File: src/rtl/topk_argmax.sv
// Top-K argmax over a snapshotted signed score vector. The scan inserts one
// element per cycle into a sorted list, and the list is published on done.
module topk_argmax #(
  parameter int DATA_WIDTH = 16,
  parameter int DIM        = 10,
  parameter int K          = 3,
  parameter int IDXW       = (DIM <= 1) ? 1 : $clog2(DIM)
) (
  input  logic                         clk,
  input  logic                         reset,
  input  logic                         start,
  input  logic signed [DATA_WIDTH-1:0] vec      [0:DIM-1],
  output logic                         busy,
  output logic                         done,
  output logic        [IDXW-1:0]       topk_idx [0:K-1],
  output logic signed [DATA_WIDTH-1:0] topk_val [0:K-1]
);

  generate
    if (DIM < 1 || K < 1 || K > DIM) begin : g_bad_param
      $fatal(1, "topk_argmax: require DIM >= 1 and 1 <= K <= DIM");
    end
  endgenerate

  localparam logic signed [DATA_WIDTH-1:0] MOST_NEG = {1'b1, {(DATA_WIDTH-1){1'b0}}};
  localparam logic [IDXW-1:0] LAST_J = IDXW'(DIM - 1);

  typedef enum logic [1:0] {S_IDLE, S_RUN, S_FINISH} state_t;

  state_t                      r_state;
  logic signed [DATA_WIDTH-1:0] r_snap [0:DIM-1];
  logic        [IDXW-1:0]       r_j;
  logic        [IDXW-1:0]       r_lidx [0:K-1];
  logic signed [DATA_WIDTH-1:0] r_lval [0:K-1];
  logic        [K-1:0]          r_lvld;

  logic signed [DATA_WIDTH-1:0] w_new_val;
  logic        [K-1:0]          w_ge;
  logic        [IDXW-1:0]       w_nidx [0:K-1];
  logic signed [DATA_WIDTH-1:0] w_nval [0:K-1];
  logic        [K-1:0]          w_nvld;

  // w_ge is a prefix of ones over the sorted valid list; the new element lands
  // in the first slot where it is clear, so ties keep the earlier index first.
  always_comb begin
    w_new_val = r_snap[r_j];
    w_ge      = '0;
    w_nvld    = '0;
    for (int unsigned i = 0; i < K; i++) begin
      w_ge[i]   = r_lvld[i] && (r_lval[i] >= w_new_val);
      w_nidx[i] = r_lidx[i];
      w_nval[i] = r_lval[i];
      w_nvld[i] = r_lvld[i];
    end
    if (!w_ge[0]) begin
      w_nidx[0] = r_j;
      w_nval[0] = w_new_val;
      w_nvld[0] = 1'b1;
    end
    for (int unsigned i = 1; i < K; i++) begin
      if (!w_ge[i]) begin
        if (w_ge[i-1]) begin
          w_nidx[i] = r_j;
          w_nval[i] = w_new_val;
          w_nvld[i] = 1'b1;
        end else begin
          w_nidx[i] = r_lidx[i-1];
          w_nval[i] = r_lval[i-1];
          w_nvld[i] = r_lvld[i-1];
        end
      end
    end
  end

  always_ff @(posedge clk) begin
    if (reset) begin
      r_state <= S_IDLE;
      busy    <= 1'b0;
      done    <= 1'b0;
      r_j     <= '0;
      r_lvld  <= '0;
      for (int unsigned i = 0; i < K; i++) begin
        topk_idx[i] <= '0;
        topk_val[i] <= MOST_NEG;
      end
    end else begin
      case (r_state)
        S_IDLE: begin
          done <= 1'b0;
          busy <= start;
          if (start) begin
            for (int unsigned i = 0; i < DIM; i++) r_snap[i] <= vec[i];
            r_lvld  <= '0;
            r_j     <= '0;
            r_state <= S_RUN;
          end
        end
        S_RUN: begin
          for (int unsigned i = 0; i < K; i++) begin
            r_lidx[i] <= w_nidx[i];
            r_lval[i] <= w_nval[i];
          end
          r_lvld <= w_nvld;
          if (r_j == LAST_J) r_state <= S_FINISH;
          else               r_j     <= r_j + IDXW'(1);
        end
        S_FINISH: begin
          for (int unsigned i = 0; i < K; i++) begin
            topk_idx[i] <= r_lidx[i];
            topk_val[i] <= r_lval[i];
          end
          done    <= 1'b1;
          r_state <= S_IDLE;
        end
        default: r_state <= S_IDLE;
      endcase
    end
  end

endmodule

File: config.mk
export PLATFORM = sky130hd
export DESIGN_NAME = topk_argmax
export DESIGN_NICKNAME = d
export VERILOG_FILES = /design/src/rtl/topk_argmax.sv
export SDC_FILE = /design/constraint.sdc
export NUM_CORES = 1
export LEC_CHECK = 0
export ABC_AREA = 1
export CAP_MARGIN = 20
export CORE_UTILIZATION = 57
export CTS_CLUSTER_DIAMETER = 100
export DETAILED_ROUTE_END_ITERATION = 7
export PLACE_DENSITY_LB_ADDON = 0.08
export SYNTH_ARGS = -nofsm -noshare
export SYNTH_HDL_FRONTEND = slang
export SYNTH_SLANG_ARGS = --single-unit
File: constraint.sdc
create_clock -name clk -period 26.2 [get_ports clk]
set_input_delay 5.24 -clock clk [delete_from_list [all_inputs] [get_ports clk]]
set_output_delay 5.24 -clock clk [all_outputs]
set_load 0.02 [all_outputs]
# --- Yosys cells after proc, flatten, opt, wreduce, memory -nomap -nowiden ---
# Memory sizes are Yosys's and may differ from the RTL's. A register that Yosys moved wholly into a read port is not among the register bits.
# Index checks and enable logic that the tools add are counted.
# Widths: inputs -> output; s select.
word_totals:
  memories: 3
  ramBits: 220
  reg_bits: 71
  inputBits: 163
  word_cells: 73
classes:
  n_reduce_logical: 11
  addsub: 1
  muxes: 33
  n_eq_ne: 9
  order_cmp: 3
memory_table:
  columns: ["name", "depth", "width", "rd", "rd_clocked_by_memory_dff", "wr", "line", "source"]
  rows:
  - ["r_snap", 10, 16, 1, 1, 10, "31", "logic signed [DATA_WIDTH-1:0] r_snap [0:DIM-1];"]
  - ["r_lval", 3, 16, 3, 0, 3, "34", "logic signed [DATA_WIDTH-1:0] r_lval [0:K-1];"]
  - ["r_lidx", 3, 4, 3, 0, 3, "33", "logic [IDXW-1:0] r_lidx [0:K-1];"]
op_table:
  columns: ["op", "count"]
  rows:
  - ["$mux 16", 5]
  - ["$ge 16x16->1", 3]
  - ["$mux 4", 9]
  - ["$mux 1", 12]
  - ["$ne 2x2->1 const B", 6]
  - ["$reduce_and 3->1", 4]
  - ["$pmux 4 s2", 1]
  - ["$pmux 3 s2", 1]
  - ["$add 4x1->4 const B", 1]
  - ["$eq 4x4->1 const B", 1]
  - ["$mux 2", 2]
  - ["$pmux 2 s2", 1]
  - ["$reduce_bool 2->1", 2]
  - ["$logic_and 1x1->1", 3]
  - ["$mux 3", 1]
  - ["$eq 2x1->1 const B", 1]
  - ["$eq 2x2->1 const B", 1]
  - ["$logic_not 2->1", 1]
  - ["$pmux 1 s2", 1]
  - ["$reduce_and 2->1", 1]

# --- Depth between registers and ports, before layout ---
# Gate-level depths: netlist (run 1).
logic_depth:
  depth_word: 5
  ltp_mapped: 23
  mapped_depth_nobuf: 21

# --- Worst setup path before layout (run 1) ---
# OpenSTA, ideal clock, no wires.
synth_timing:
  kind: "input to register"
  start: "input port reset"
  end: "memory r_snap[0][0] (enable)"
  setup_time_ps: 683
  path_stages: 2
  n_path_buf: 1
  t_arrival_ps: 12081
  t_required_ps: 25517
  path_slack_ps: 13436
  path_cell_list: "clkbuf_1 -> nor2_1"
synth_lines:
  columns: ["item", "line", "source"]
  rows:
  - ["start, declared", "10", "input logic reset,"]
  - ["end, declared", "31", null]

==> metrics.md, run 1 <==
| Metric | Value |
|---|---|
| Status | finished clean |
| Final Skew | 17.6 ps |
| Post-synth top area cell | edfxtp_1 |
| Most used cells in the layout excluding fill and tap cells | clkdlybuf4s50_1 (224), edfxtp_1 (220), nand2_1 (169) |
| Crit path launch type | input pin |
| Period utilisation layout | between 20% and 30% |
| Final hold viol count | 0 |
| Avg Inst Size Synth | approximately 11 um2 |
| Die W | 150 um |
| CTS Hold Bufs | 0 |
| NetSw | between 200 and 250 uW |
| Cell count after synthesis | approximately 1100 |
| Crit path DAT | a little under 8000 ps |
| Nets | roughly 1600 |
| Vias in the first global route | around 8400 |
| Total Die Area | between 0.02 and 0.025 mm2 |
| Clk_lat worst skew | around 560 ps |
| Crit-path slowest cell | buf_4 |
| WS Path Type | in -> reg |
| Clock root buffer | clkbuf_16 |
| Final standard cell utilization of the core | 74.3% |
| Initial antenna violation count | 3 |
| Fmax | roughly 130 MHz |
| CP max FO | 87 |
| Delay of the slowest critical-path stage | 940 ps |
| Final Cell Area | between 0.015 and 0.02 mm2 |
| Flop pwr share | 51.8% |
| Die H | approximately 150 um |
| Final setup vio count | 0 |
| Routability Congestion | about 0.83 |
| Min Tclk post-route | approximately 7600 ps |
| First-pass detailed-route iteration total | 5 |
| WL per Instance | ~17 um |
| Cell Area, Placed | 0.0149 mm2 |
| Vias/cell | about 5.4 |
| FP Rows | 53 |
| HP Class | reg -> reg |
| Pint | 792 uW |
| Synthesized area | 0.0124 mm2 |
| Antenna Violating Nets Remaining | 0 |
| First-pass GRT wire length | 41900 um |
| Crit end category | flip-flop |
| Worst EP required | approximately 26000 ps |
| Initial core utilization | between 50% and 60% |
| Sequential fraction of the synthesis area | 65.1% |
| Post-CTS sizing | 0 |
| PortBufs | ~220 |
| # DRC | 0 |
| Worst-Margin Slew | 1050 ps |
| Hpwl dp | ~19000 um |
| Most used cell, CP | buf_4 |
| Pleak | roughly 0.0060 uW |
| Top cell type's share of synthesized area | between 50% and 60% |
| Clock Sinks | 295 |
| DP Cell Count | between 1500 and 2000 |
| Synth area leaders | edfxtp_1 (53%), dfxtp_1 (12%), o21ai_0 (5.1%), nand2_1 (5.1%), ha_1 (5.0%) |
| GRT Total Usage | roughly 24% |
| Setup tns final | 0 ps |
| Clk pin slew, worst setup/hold paths | roughly 60 ps |
| Iteration-0 DRC Markers | between 400 and 500 |
| Wirelength, routed | between 20000 and 30000 um |
| Net Count, Synth | between 1000 and 1500 |
| YS warnings | 0 |
| Pwr Total | ~1000 uW |
| Max_slew headroom | between 30% and 40% |
| Peak supply drop | roughly 0.057 mV |
| Core area | ~0.021 mm2 |
| Num ports | approximately 230 |
| Pwr/cell area | around 65 mW/mm2 |
| Commonest non-fill, non-tap cell in the layout | clkdlybuf4s50_1 |
| Pins Over Slew Limit | 0 |
| Maximum buffer depth of the clock tree | 3 |
| Crit-path cells | clkdlybuf4s50_1 > nand2_1 > nor2_4 > buf_4 > buf_4 |
| CTS H-Tree Depth | 1 |
| Switching part of the total | about a quarter |
| Via count | 8785 |
| Layout cells sized above 1 | around 4.2% |
| Maxcap violations | 0 |
| Global route overflow | 0 |
| Non-filler instance count after layout | approximately 1600 |
| Clock network power share | a little under two fifths |
| Distinct cells, synth | 29 |
| Num CTS Buffers | 30 |
| Area Overhead vs Synth | 26.6% |
| Setup repair bufs after CTS | 0 |
| Combinational power share | between 10% and 20% |
| Synth Register Bits | around 300 |
| Pin count of the biggest net entering global routing | 88 |
| RSZ-0062 raised after global routing | false |
| CTS tree | built |
[synthesized netlist by cell type, drive strengths merged]
master,count
nor2,128
ha,50
o21ai,131
clkbuf,35
buf,21
edfxtp,220
mux2i,33
and2,1
dfxtp,75
o22ai,1
nor3,2
nand3b,1
a211oi,1
clkinv,2
nand2,172
nand3,39
nand4,5
a21oi,60
o211ai,47
o21a,1
inv,105
[routing by layer]
metal	share of wire, %	GRT usage (%)	vias up
met5	0	0	-
met3	7.2	5.91	67
met2	49	42.1	300
met4	3.6	9.60	0
met1	40	29.6	4073
li1	-	-	4345
[cells by family after synthesis]
logic type      Yosys count  synth area share (%)
simple gates            348                  11.2
flops                   295                  65.1
compound gates          241                  10.7
buf+inv                 163                  5.28
fa+ha+maj                50                  5.03
mux                      33                  2.65
[final cells by class]
| class | instances | area [um2] |
|---|---|---|
| Timing Repair Buffer | 236 | 2330 |
| Tap cell | 275 | 344 |
| Clock inverter | 7 | 40.0 |
| Inverter | 107 | 402 |
| Clock buffer | 46 | 841 |
| Multi-Input combinational cell | 672 | 3690 |
| Fill cell | 1460 | 5460 |
| Antenna cell | 1 | 2.50 |
| Sequential cell | 295 | 8110 |
[critical path: cells and delay by family]
| family | cells | cell delay (ps) |
|---|---|---|
| simple gates | 2 | 330 |
| buf+inv | 3 | 2090 |
[per-stage QoR]
step	hold slack, ps	setup WS (ps)
2_1_floorplan	452	13440
3_3_place_gp	453	18120
3_5_place_dp	465	18060
4_1_cts	476	18630
5_1_grt	489	18440
6_report	475	18630
[worst paths after layout]
check | from | to | slack (ps) | depth (start not counted)
max | start | r_snap[7][11] | 18630 | 5
min | done | done | 480 | 2
max reg2reg | flip-flop | r_lval[0][10] | 20060 | 15
min reg2reg | done | done | 480 | 2
[registers in the layout (all words and copies together) (netlist names), named ones only]
register / cells
busy: 1
done: 1
r_j: 4
r_lidx: 12
r_lval: 48
r_lvld: 3
r_snap: 160
r_state: 2
topk_idx: 12
topk_val: 48
[power by group through the flow]
stage          combinational, uW  clock [uW]  sequential, uW
2_1_floorplan               70.0           0             540
3_3_place_gp                 108           0             543
3_5_place_dp                 112           0             544
4_1_cts                      113         391             534
5_1_grt                      127         408             536
6_report                     113         385             534
(Power assumes the default switching activity.)
==> run 2, diff against run 1 <==
--- a/config.mk
+++ b/config.mk
@@ -7,7 +7,7 @@
 export LEC_CHECK = 0
 export ABC_AREA = 1
 export CAP_MARGIN = 20
-export CORE_UTILIZATION = 57
+export CORE_UTILIZATION = 53
 export CTS_CLUSTER_DIAMETER = 100
 export DETAILED_ROUTE_END_ITERATION = 7
 export PLACE_DENSITY_LB_ADDON = 0.08
==> constraint.sdc (replaced) <==
create_clock -name clk -period 7.8 [get_ports clk]
set_input_delay 1.56 -clock clk [delete_from_list [all_inputs] [get_ports clk]]
set_output_delay 1.56 -clock clk [all_outputs]
set_load 0.02 [all_outputs]
==> metrics.md, run 2 (synthesis gave the netlist of run 1 again) <==
| Metric | Value |
|---|---|
| Clk pin slew, worst setup/hold paths | about 60 ps |
| Iteration-0 DRC Markers | 690 |
| CTS Hold Bufs | 0 |
| Flop pwr share | just under 50% |
| Antenna Violating Nets Remaining | 0 |
| Max reg flops | between 150 and 200 |
| Pin count of the biggest net entering global routing | about 160 |
| Maximum buffer depth of the clock tree | 3 |
| Peak supply drop | 0.211 mV |
| Pwr/cell area | roughly 230 mW/mm2 |
| Via count | 8694 |
| Die W | around 160 um |
| Routability Congestion | roughly 0.9 |
| Setup tns final | 0 ps |
| Max_slew headroom | 27.7% |
| Initial core utilization | ~54% |
| Combinational power share | between 10% and 20% |
| Num ports | 225 |
| Crit-path slowest cell | o21ai_0 |
| Clock network power share | between 40% and 50% |
| CTS H-Tree Depth | 1 |
| Antenna Diode Count | 0 |
| Placement Setup Slack | roughly 2100 ps |
| Pleak | approximately 0.006 uW |
| First-pass detailed-route iteration total | 5 |
| Final hold viol count | 0 |
| Nets | 1552 |
| Status | finished clean |
| Hold depth | 2 |
| WL per Instance | between 15 and 20 um |
| Wirelength, routed | 27400 um |
| Most used cells in the layout excluding fill and tap cells | clkdlybuf4s50_1 (224), edfxtp_1 (220), nand2_1 (169) |
| Crit path launch type | flip-flop |
| Reg2Reg Depth | 14 |
| Biggest regs | r_snap (160), r_lval (48), topk_val (48) |
| Die H | about 160 um |
| Crit-path cells | clkinv_1 > o21ai_0 > ha_1 > inv_1 > a21oi_1 > o21a_1 > nor2_1 > o21ai_0 > nand2_1 > nand2_1 > nand3_1 > nand2_1 > nand2_1 > inv_1 |
| Crit path DAT | roughly 5900 ps |
| Global route overflow | 0 |
| Num CTS Buffers | 30 |
| Final setup vio count | 0 |
| Commonest non-fill, non-tap cell in the layout | clkdlybuf4s50_1 |
| RSZ-0062 raised after global routing | false |
| First-pass GRT wire length | around 43000 um |
| Final Skew | 20.1 ps |
| Post-CTS sizing | 0 |
| CTS tree | built |
| Clock root buffer | clkbuf_16 |
| GRT Total Usage | between 20% and 30% |
| Setup repair bufs after CTS | 0 |
| Vias in the first global route | roughly 8600 |
| HP Class | reg -> reg |
| Worst EP required | 7980 ps |
| Biggest register | r_snap |
| Crit end category | flip-flop |
| Final worst-path setup slack | roughly 2100 ps |
| Layout cells sized above 1 | under 10% |
| FP Rows | 55 |
| PortBufs | 224 |
| Area Overhead vs Synth | 28.4% |
| Maxcap violations | 0 |
| Worst-Margin Slew | approximately 1100 ps |
| Switching part of the total | a little under a quarter |
| CP max FO | 21 |
| NetSw | about 840 uW |
| WS Path Type | reg -> reg |
| Clock Sinks | between 200 and 300 |
| Fmax | about 180 MHz |
| # DRC | 0 |
| Most used cell, CP | nand2_1 |
| Initial antenna violation count | 6 |
| Min Tclk post-route | 5700 ps |
| Clk_lat worst skew | between 500 and 600 ps |
| Total Die Area | ~0.024 mm2 |
| Vias/cell | roughly 5.2 |
| Core area | about 0.023 mm2 |
| Delay of the slowest critical-path stage | between 1000 and 1500 ps |
| Pins Over Slew Limit | 0 |
| Hpwl dp | between 20000 and 25000 um |
| Period utilisation layout | about three quarters |
| Pint | between 2000 and 3000 uW |
[run 2: cell types whose count changed in the layout (fill, tap and decap cells not counted), sizes merged]
cell	before	now
buf	12	9
diode	1	0
bufinv	0	6
clkinv	9	10
inv	105	108
clkbuf	46	37
clkinvlp	0	1
[run 2: final cells by class]
type	instances	area, um2
clock buffers	37	807
well taps	313	392
repair buffers	233	2320
inverters	107	402
multi-input cells	672	3690
flip-flops and latches	295	8110
fillers	1727	6870
clock inverters	18	254
[run 2: final timing paths]
check / endpoint / from / slack (ps)
setup reg to reg: r_lval[0][5] / flip-flop / 2100
hold reg to reg: topk_val[17] / topk_val[17] / 480
hold / removal: topk_val[17] / topk_val[17] / 480
setup / recovery: r_lval[0][5] / flip-flop / 2100
[run 2: stage by stage]
step / cell area (um2) / std cells / hold WS [ps] / power (uW) / util, %
final: 16000 / 1675 / 477 / 3690 / 69.9
after global routing: 16000 / 1675 / 501 / 3820 / 69.9
after CTS: 16000 / 1675 / 483 / 3710 / 69.9
after detailed placement: 14900 / 1620 / 469 / 2210 / 65.3
after global placement: 14900 / 1620 / 461 / 2200 / 65.3
after floorplan: 12500 / 1130 / 452 / 2050 / -
[run 2: critical path: cells and delay by family, from the launching register on]
kind,cells,cell delay [ps]
and+or+nand+nor,6,1630
AOI/OAI and AO/OA,4,1490
buffers and inverters,3,1200
DFF,1,690
adders and majority gates,1,290
[run 2: power by group through the flow]
stage	clock [uW]	sequential (uW)	combinational, uW
2_1_floorplan	0	1810	235
6_report	1520	1790	381
5_1_grt	1600	1800	427
3_3_place_gp	0	1830	369
3_5_place_dp	0	1830	379
4_1_cts	1540	1790	382
[run 2: routing by layer]
metal | vias up | track usage (%) | share of wire [%]
li1 | 4345 | - | -
met1 | 4017 | 29.4 | 42
met2 | 276 | 39.6 | 49
met3 | 52 | 5.43 | 6.7
met4 | 4 | 7.61 | 2.7
met5 | - | 0 | 0.084
==> run 3, diff against run 2 <==
==> constraint.sdc (replaced) <==
create_clock -name clk -period 5.48 [get_ports clk]
set_input_delay 1.096 -clock clk [delete_from_list [all_inputs] [get_ports clk]]
set_output_delay 1.096 -clock clk [all_outputs]
set_load 0.02 [all_outputs]
==> metrics.md, run 3 (synthesis gave the netlist of run 1 again) <==
| Metric | Value |
|---|---|
| Status | finished clean |
| HP Class | reg -> reg |
| Maxcap violations | 0 |
| Post-CTS sizing | 0 |
| Area Overhead vs Synth | 27.9% |
| Routability Congestion | 0.866 |
| Vias/cell | 5.17 |
| Pin count of the biggest net entering global routing | 75 |
| Crit path DAT | around 4800 ps |
| Max reg flops | 160 |
| First-pass GRT wire length | about 43000 um |
| Nets | approximately 1600 |
| Layout cells sized above 1 | between 4 and 5% |
| Delay-heaviest family, CP | buffers and inverters |
| Num CTS Buffers | 29 |
| Final standard cell utilization of the core | 69.7% |
| CP max FO | 74 |
| Total Die Area | about 0.024 mm2 |
| Worst-Margin Slew | 1020 ps |
| Die W | 155 um |
| Pins Over Slew Limit | 0 |
| Final Cell Area | 0.0159 mm2 |
| Die H | 155 um |
| Via count | slightly below 9000 |
| Maximum buffer depth of the clock tree | 3 |
| Hold Startpoint | topk_val[9] |
| Final Skew | approximately 15 ps |
| Setup repair bufs after CTS | 0 |
| Met1 wire length | 11500 um |
| Core area | between 0.02 and 0.025 mm2 |
| Clk_lat worst skew | about 550 ps |
| Max_slew headroom | a little under a third |
| Antenna Violating Nets Remaining | 0 |
| Vias in the first global route | roughly 8500 |
| Period utilisation layout | 84.7% |
| Initial antenna violation count | 1 |
| Fillers | between 1500 and 2000 |
| Fmax | around 220 MHz |
| Wire length on met3 | about 1900 um |
| CTS tree | built |
| First-pass detailed-route iteration total | 7 |
| Iteration-0 DRC Markers | 541 |
| Area of the multi-input gates | approximately 0.0037 mm2 |
| Cell Area, Placed | 0.0150 mm2 |
| CTS Hold Bufs | 0 |
| Final setup vio count | 0 |
| Placement Setup Slack | about 850 ps |
| Num ports | approximately 230 |
| PortBufs | between 200 and 250 |
| Hpwl dp | around 20000 um |
| Pwr/cell area | approximately 310 mW/mm2 |
| Min Tclk post-route | ~4600 ps |
| Biggest regs | r_snap (160), r_lval (48), topk_val (48) |
| CTS H-Tree Depth | 1 |
| Register area | ~0.0081 mm2 |
| Met2 wire length | around 13000 um |
| Most used cell, CP | nand2_1 |
| Max Used Layer | met4 |
| WS Path Type | reg -> reg |
| Biggest register | r_snap |
| Pleak | just over 0.006 uW |
| Peak supply drop | 0.309 mV |
| Crit-path cells | buf_12 > a21oi_1 > o21ai_0 > o21ai_0 > o211ai_1 > nand2_1 > inv_1 > ha_1 > a21oi_1 > o21ai_0 > a21oi_1 > nand2_1 > nand2_1 > nand3_1 > buf_4 > nand2_1 > buf_4 > nand2_1 > inv_1 |
| Setup tns final | 0 ps |
| Crit-path slowest cell | dfxtp_4 |
| RSZ-0062 raised after global routing | false |
| Buf/Inv on CP | 5 |
| Commonest non-fill, non-tap cell in the layout | clkdlybuf4s50_1 |
| Crit path launch type | flip-flop |
| Final hold viol count | 0 |
| Clk pin slew, worst setup/hold paths | 60 ps |
| FP Rows | 55 |
| Wirelength, routed | approximately 27000 um |
| Initial core utilization | 54.5% |
| Clock root buffer | clkbuf_16 |
| Final worst-path setup slack | 838 ps |
| Most used cells in the layout excluding fill and tap cells | clkdlybuf4s50_1 (224), edfxtp_1 (220), nand2_1 (169) |
| WL per Instance | approximately 16 um |
| Crit end category | flip-flop |
| Delay of the slowest critical-path stage | 770 ps |
| Clock Sinks | ~300 |
| # DRC | 0 |
| Global route overflow | 0 |
| GRT Total Usage | between 20% and 30% |
| Worst EP required | between 5000 and 6000 ps |
## run 3: cell count changes in the layout (fill, tap and decap cells not counted), moves of 3 or more
| cell | previous run | this run |
|---|---|---|
| buf_12 | 1 | 4 |
| buf_4 | 8 | 11 |
| bufinv_16 | 6 | 0 |
| clkbuf_1 | 4 | 12 |
| clkinv_1 | 5 | 2 |
| inv_4 | 3 | 0 |
## run 3: path summary, 6_finish.rpt
kind / slack [ps] / cells after the start / end
setup reg to reg: 840 / 19 / r_lval[0][9]
hold / removal: 480 / 2 / topk_val[9]
setup / recovery: 840 / 19 / r_lval[0][9]
hold reg to reg: 480 / 2 / topk_val[9]
## run 3: final cells by class
type,count,share of cell area [%]
Antenna cell,1,0.0157
Clock buffer,48,5.55
Clock inverter,6,0.236
Inverter,107,2.52
Multi-Input combinational cell,672,23.2
Sequential cell,295,50.9
Tap cell,313,2.46
Timing Repair Buffer,239,15.1
## run 3: tightest hold or removal path: cells and delay by family, from the launching register on
kind | cells | cell delay (ps)
flops | 1 | 320
simple gates | 2 | 120
## run 3: where the power goes
part	switching (uW)	internal, uW	total [uW]
registers	49.7	2500	2550
logic	305	246	551
clock network	794	1100	1890
total	1150	3850	4990
## run 3: stage by stage
| step | power (uW) | hold slack [ps] | instances |
|---|---|---|---|
| after global routing | 5200 | 503 | 1680 |
| after detailed placement | 3150 | 464 | 1626 |
| after CTS | 5030 | 482 | 1680 |
| after global placement | 3130 | 461 | 1626 |
| after floorplan | 2910 | 452 | 1130 |
| final | 4990 | 481 | 1681 |
## run 3: routing by layer
layer,up-vias,GRT usage (%)
met5,-,0
met4,0,9.20
met3,55,3.82
met2,309,38.5
met1,3974,30.8
li1,4352,-
==> RTL change 1, RTL diff (config.mk and constraints of run 1) <==
Change the parameter `DIM` from 10 to 12.
--- a/src/rtl/topk_argmax.sv
+++ b/src/rtl/topk_argmax.sv
@@ -4,3 +4,3 @@
   parameter int DATA_WIDTH = 16,
-  parameter int DIM        = 10,
+  parameter int DIM        = 12,
   parameter int K          = 3,
Ports: changed (resized vec); port bits go from 225 to 257. The function was not compared with the original's and may differ.
==> RTL change 1 against run 1 <==
  * Critical path depth shrank 1
  * Synthesized cell count up 8.2%
  * Global-route usage grew 2.1 points
  * Routed wire length is 18% higher
  * First-iteration DRC count up 83%
  * Worst setup slack improved by 0.76 ns
  * Design area up 10%
  * Sequential cell count is 32 higher
  * Power is 16% higher
  * Clock power up 18%
  * Synthesized area is 8.9% higher
  * Critical endpoint is now r_snap[0][11]$_DFFE_PP_
  * Largest power group unchanged
==> RTL change 1: results (changes against run 1) <==
----------------------------------------------------
[Outcome]
  Outcome ... finished, final reports clean

[Setup path]
  Top fanout value on the critical path ... 192 (+120%)
  Capturing point of the worst reg2reg path ... r_lval[0][15]$_DFFE_PP_
  Worst-case reg-to-reg path depth ... 19 (+4)
  Arrival time worst endpoint ... 6.92 ns (-0.82 ns)

[Timing]
  Rel. slew slack ... 28.9% (-1.4 points)
  Clk_skew ... 0.0178 ns (+0.000207 ns)

[Global routing]
  Total track usage ... 26.5% (+2.1 points)
  Global-route wire length before repair ... 48600 um (+16%)
  Number of antenna violations at the first check in global routing ... 3 (unchanged)
  Vias in the first global route ... 9511 (+14%)
  Maximum number of pins on one net before global-route repair ... 193 (+120%)

[Min path]
  Hold Crit Start ... topk_val[47]$_SDFFE_PP1P_
  Worst Hold End ... topk_val[47]$_SDFFE_PP1P_

[Clock tree]
  Post-CTS Setup Repair Bufs ... 0 (unchanged)
  H-tree depth ... 2 (+1)
  Skew-Pair Late Insertion Delay ... 0.51 ns (-0.05 ns)
  Worst-case clock buffer depth ... 3 (unchanged)
  Clock buffer count from CTS ... 34 (+13%)

[Yosys]
  Synth Warn # ... 0 (unchanged)
  Distinct cells, synth ... 32 (+10%)
  Sequential area share after synthesis ... 66.9% (+1.8 points)
  Most frequent cells after synthesis ... edfxtp_1, nor2_1, o21ai_0, nand2_1, dfxtp_1
  Main area contributors after synthesis ... edfxtp_1, dfxtp_1, nor2_1
  EDFF count, synth ... 252 (+15%)
  Number of nets produced by synthesis ... 1467 (+9.2%)

[Power and ir drop]
  Worst vdd ir ... 0.0000605 V (+5.4%)
  Static leakage ... 6.37 nW (+6.6%)

[Place]
  Final HPWL DP ... 22300 um (+15%)
  Total of buffers placed on input and output ports ... 256 (+14%)

[Final layout]
  Fraction of final layout cells sized beyond drive strength 1 ... 6.66% (+2.5 points)
  Registers with the most flip-flops ... r_snap (192), r_lval (48), topk_val (48)
  Number of fill cells ... 1643 (+13%)
  Number of nets in the final layout ... 1706 (+9.7%)

[Routing]
  Violation count after the first detailed-routing iteration ... 886 (+83%)
  Via total after detailed routing ... 9868 (+12%)
  Wire length per cell ... 17.7 um (+6.8%)

----------------------------------------------------
-- RTL change 1: cell count changes after synthesis, sizes merged, moves of 30 or more --
cell and delta:
nor2 +103, o21ai +75, inv -48, o211ai -46
a21oi -33, mux2i -33, edfxtp +32, o22ai +30
-- RTL change 1: worst max-delay path by stage --
stage	start	end	slack, ns
6_report	start	r_snap[0][11]$_DFFE_PP_	19.39
5_1_grt	start	r_snap[10][0]$_DFFE_PP_	19.28
4_1_cts	topk_val[33]$_SDFFE_PP0P_	topk_val[33]	19.44
3_5_place_dp	start	r_snap[11][15]$_DFFE_PP_	18.93
3_3_place_gp	reset	r_snap[5][11]$_DFFE_PP_	18.95
2_1_floorplan	reset	r_snap[0][0]$_DFFE_PP_	12.03
-- RTL change 1: final cells by class --
type	instances	area, um2	share of cell area, %
clock buffer	49	1000	5.76
sequential	327	9070	52.2
inverter	59	223	1.28
timing repair buffer	268	2670	15.3
antenna	3	7.51	0.0432
tap	319	399	2.30
multi-input combinational	772	3950	22.7
clock inverter	12	58.8	0.338
-- RTL change 1: worst max-delay path: stages --
cell and delay [ns]:
clkdlybuf4s50_1 0.45, nand2_1 0.21, nor2_4 0.18, buf_12 0.58
-- RTL change 1: kinds of logic (layout without fill, tap and decap cells) --
logic type | count (synthesis) | after routing | synth area share (%)
adder cells (fa/ha/maj) | 49 | 49 | 4.52
other | 0 | 3 | 0
AO/OA/AOI/OAI | 285 | 285 | 11.8
flip-flops | 327 | 327 | 66.9
buffers and inverters | 124 | 388 | 4.05
AND/OR/NAND/NOR | 438 | 438 | 12.8
-- RTL change 1: per-layer routing --
metal | share of wire (%) | vias up | GRT usage [%]
met5 | 0 | - | 0
met1 | 40 | 4635 | 32.7
li1 | - | 4786 | -
met3 | 5.7 | 73 | 4.02
met4 | 3.8 | 0 | 11.9
met2 | 50 | 374 | 46.2
-- RTL change 1: through the flow --
stage          worst slack (ns)  hold slack (ns)  cells  area (um2)
2_1_floorplan             12.03            0.452   1223       13600
3_3_place_gp              18.95            0.454   1745       16300
3_5_place_dp              18.93            0.463   1745       16300
4_1_cts                   19.44            0.477   1806       17400
5_1_grt                   19.28            0.503   1809       17400
6_report                  19.39            0.472   1809       17400
-- RTL change 1: report_power, final --
group	leakage, nW	total (mW)	switching, mW	internal [mW]
clock network	0.526	0.456	0.190	0.266
registers	2.94	0.594	0.00968	0.584
logic	2.90	0.150	0.0889	0.0609
==> RTL change 2, RTL diff (settings of run 1) <==
Made on the original files. Register the output `done` once more, with the module's reset; this adds one clock of latency there. The other outputs are not delayed to match. Comments in the files are not updated.
--- a/src/rtl/topk_argmax.sv
+++ b/src/rtl/topk_argmax.sv
@@ -17,2 +17,4 @@
 );
+
+  logic done_s0;
 
@@ -78,3 +80,3 @@
       busy    <= 1'b0;
-      done    <= 1'b0;
+      done_s0 <= 1'b0;
       r_j     <= '0;
@@ -88,3 +90,3 @@
         S_IDLE: begin
-          done <= 1'b0;
+          done_s0 <= 1'b0;
           busy <= start;
@@ -111,3 +113,3 @@
           end
-          done    <= 1'b1;
+          done_s0 <= 1'b1;
           r_state <= S_IDLE;
@@ -119,2 +121,10 @@
 
+  always_ff @(posedge clk) begin
+    if (reset) begin
+      done <= '0;
+    end else begin
+      done <= done_s0;
+    end
+  end
+
 endmodule
Function: no difference found for any inputs over 10 cycles, from zero or initial values and one cycle with reset high; that may be too few to reach the edited logic, so the function may still have changed.
==> RTL change 2 against run 1 <==
  * Synthesized area up 0.15%
  * Worst setup slack better by 0.49 ns
  * Power grew 3.2%
  * Routed wire length fell by 0.99%
  * Design area rose by 0.72%
  * Sequential share of layout area shrank 0.24 points
  * Sequential cell count up 1
  * Synthesized cell count is 0.18% higher
  * Critical endpoint is now r_snap[3][12]$_DFFE_PP_
==> RTL change 2: results (changes against run 1) <==
----------------------------------------------------
[Setup path]
  Capturing point of the worst reg2reg path ... r_lval[0][12]$_DFFE_PP_
  CP Launch Point ... start
  Top fanout value on the critical path ... 72 (-17%)
  Register-to-Register Setup Slack ... 21.08 ns (+1.02 ns)
  Worst-case reg-to-reg path depth ... 17 (+2)

[Routing]
  Via total after detailed routing ... 8707 (-0.89%)
  Violation count after the first detailed-routing iteration ... 549 (+13%)
  Total detailed-routing wirelength ... 26900 um (-0.99%)

[Place]
  Total cell area at the placement stage ... 14900 um2 (+0.13%)
  Setup WS pre-CTS ... 18.56 ns (+0.495 ns)
  Final HPWL DP ... 19300 um (-0.30%)

[Timing]
  Clk_skew ... 0.0113 ns (-0.00632 ns)
  Rel. slew slack ... 30.8% (+0.56 points)
  Clock period minus worst slack ... 7.08 ns (-0.491 ns)

[Clock tree]
  Clock-pin slew of the registers on the worst-case setup and hold paths ... 0.06 ns (about the same)
  Worst-case clock buffer depth ... 3 (unchanged)

[Final layout]
  Fraction of final layout cells sized beyond drive strength 1 ... 4.82% (+0.64 points)
  Number of nets in the final layout ... 1557 (+0.13%)

[Yosys]
  Most frequent cells after synthesis ... edfxtp_1, nand2_1, nor2_1, o21ai_0, inv_1
  Number of nets produced by synthesis ... 1345 (+0.15%)
  Distinct cells, synth ... 28 (-3.4%)

[Global routing]
  Vias in the first global route ... 8479 (+1.3%)
  Number of antenna violations at the first check in global routing ... 0 (-3)
  Global-route wire length before repair ... 42300 um (+0.89%)
  Total track usage ... 24.6% (+0.17 points)
  Maximum number of pins on one net before global-route repair ... 91 (+3.4%)

[Power and ir drop]
  Worst vdd ir ... 0.0000796 V (+39%)

[Outcome]
  Outcome ... finished, final reports clean

----------------------------------------------------
[RTL change 2: cell types whose count changed in the layout (fill, tap and decap cells not counted), sizes merged, moves of 2 or more]
cell / change
a21oi: -3
bufinv: +2
clkbuf: -3
clkinv: +4
nand3: +3
nor2: +4
o21ai: -4
[RTL change 2: worst max-delay path: stages]
cell and delay (ns):
clkdlybuf4s50_1 0.45, nand2_1 0.20, nor2_4 0.51, buf_4 0.77
[RTL change 2: cells by family (layout without fill, tap and decap cells)]
kind of cell | count (synthesis) | in the layout | synth area share (%)
buffers and inverters | 163 | 399 | 5.27
AOI/OAI and AO/OA | 236 | 236 | 10.5
DFF | 296 | 296 | 65.2
muxes | 33 | 33 | 2.65
and+or+nand+nor | 354 | 354 | 11.4
adders and majority gates | 50 | 50 | 5.02
[RTL change 2: metrics by stage]
step           instances  power [mW]
2_1_floorplan       1132       0.612
3_3_place_gp        1587       0.654
3_5_place_dp        1587       0.658
5_1_grt             1643        1.11
6_report            1643        1.06
4_1_cts             1643        1.07
[RTL change 2: worst min-delay path by stage]
stage | from | end | slack (ns) | cells after the start
after CTS | done_s0$_SDFFE_PP0P_ | done$_SDFF_PP0_ | 0.44 | 2
after detailed placement | done_s0$_SDFFE_PP0P_ | done$_SDFF_PP0_ | 0.43 | 2
after global placement | done_s0$_SDFFE_PP0P_ | done$_SDFF_PP0_ | 0.42 | 2
after floorplan | done_s0$_SDFFE_PP0P_ | done$_SDFF_PP0_ | 0.41 | 2
final | done_s0$_SDFFE_PP0P_ | done$_SDFF_PP0_ | 0.44 | 2
after global routing | done_s0$_SDFFE_PP0P_ | done$_SDFF_PP0_ | 0.47 | 2
[RTL change 2: per-layer routing]
layer	vias up	routed length (um)	track usage (%)
met2	285	13200	41.8
met3	62	1640	4.70
met4	0	958	9.19
met5	-	0	0
met1	4003	11100	31.4
li1	4357	-	-
[RTL change 2: layout make-up]
cell class	instances	area [um2]	share of cell area (%)
clock buffer	43	863	5.44
clock inverter	13	115	0.725
inverter	107	402	2.53
multi-input combinational	673	3690	23.2
sequential	296	8130	51.2
tap	275	344	2.17
timing repair buffer	236	2330	14.7
[RTL change 2: where the power goes]
group          switching, mW  internal (mW)
clock                  0.169          0.248
sequential           0.00935          0.525
combinational         0.0635         0.0501
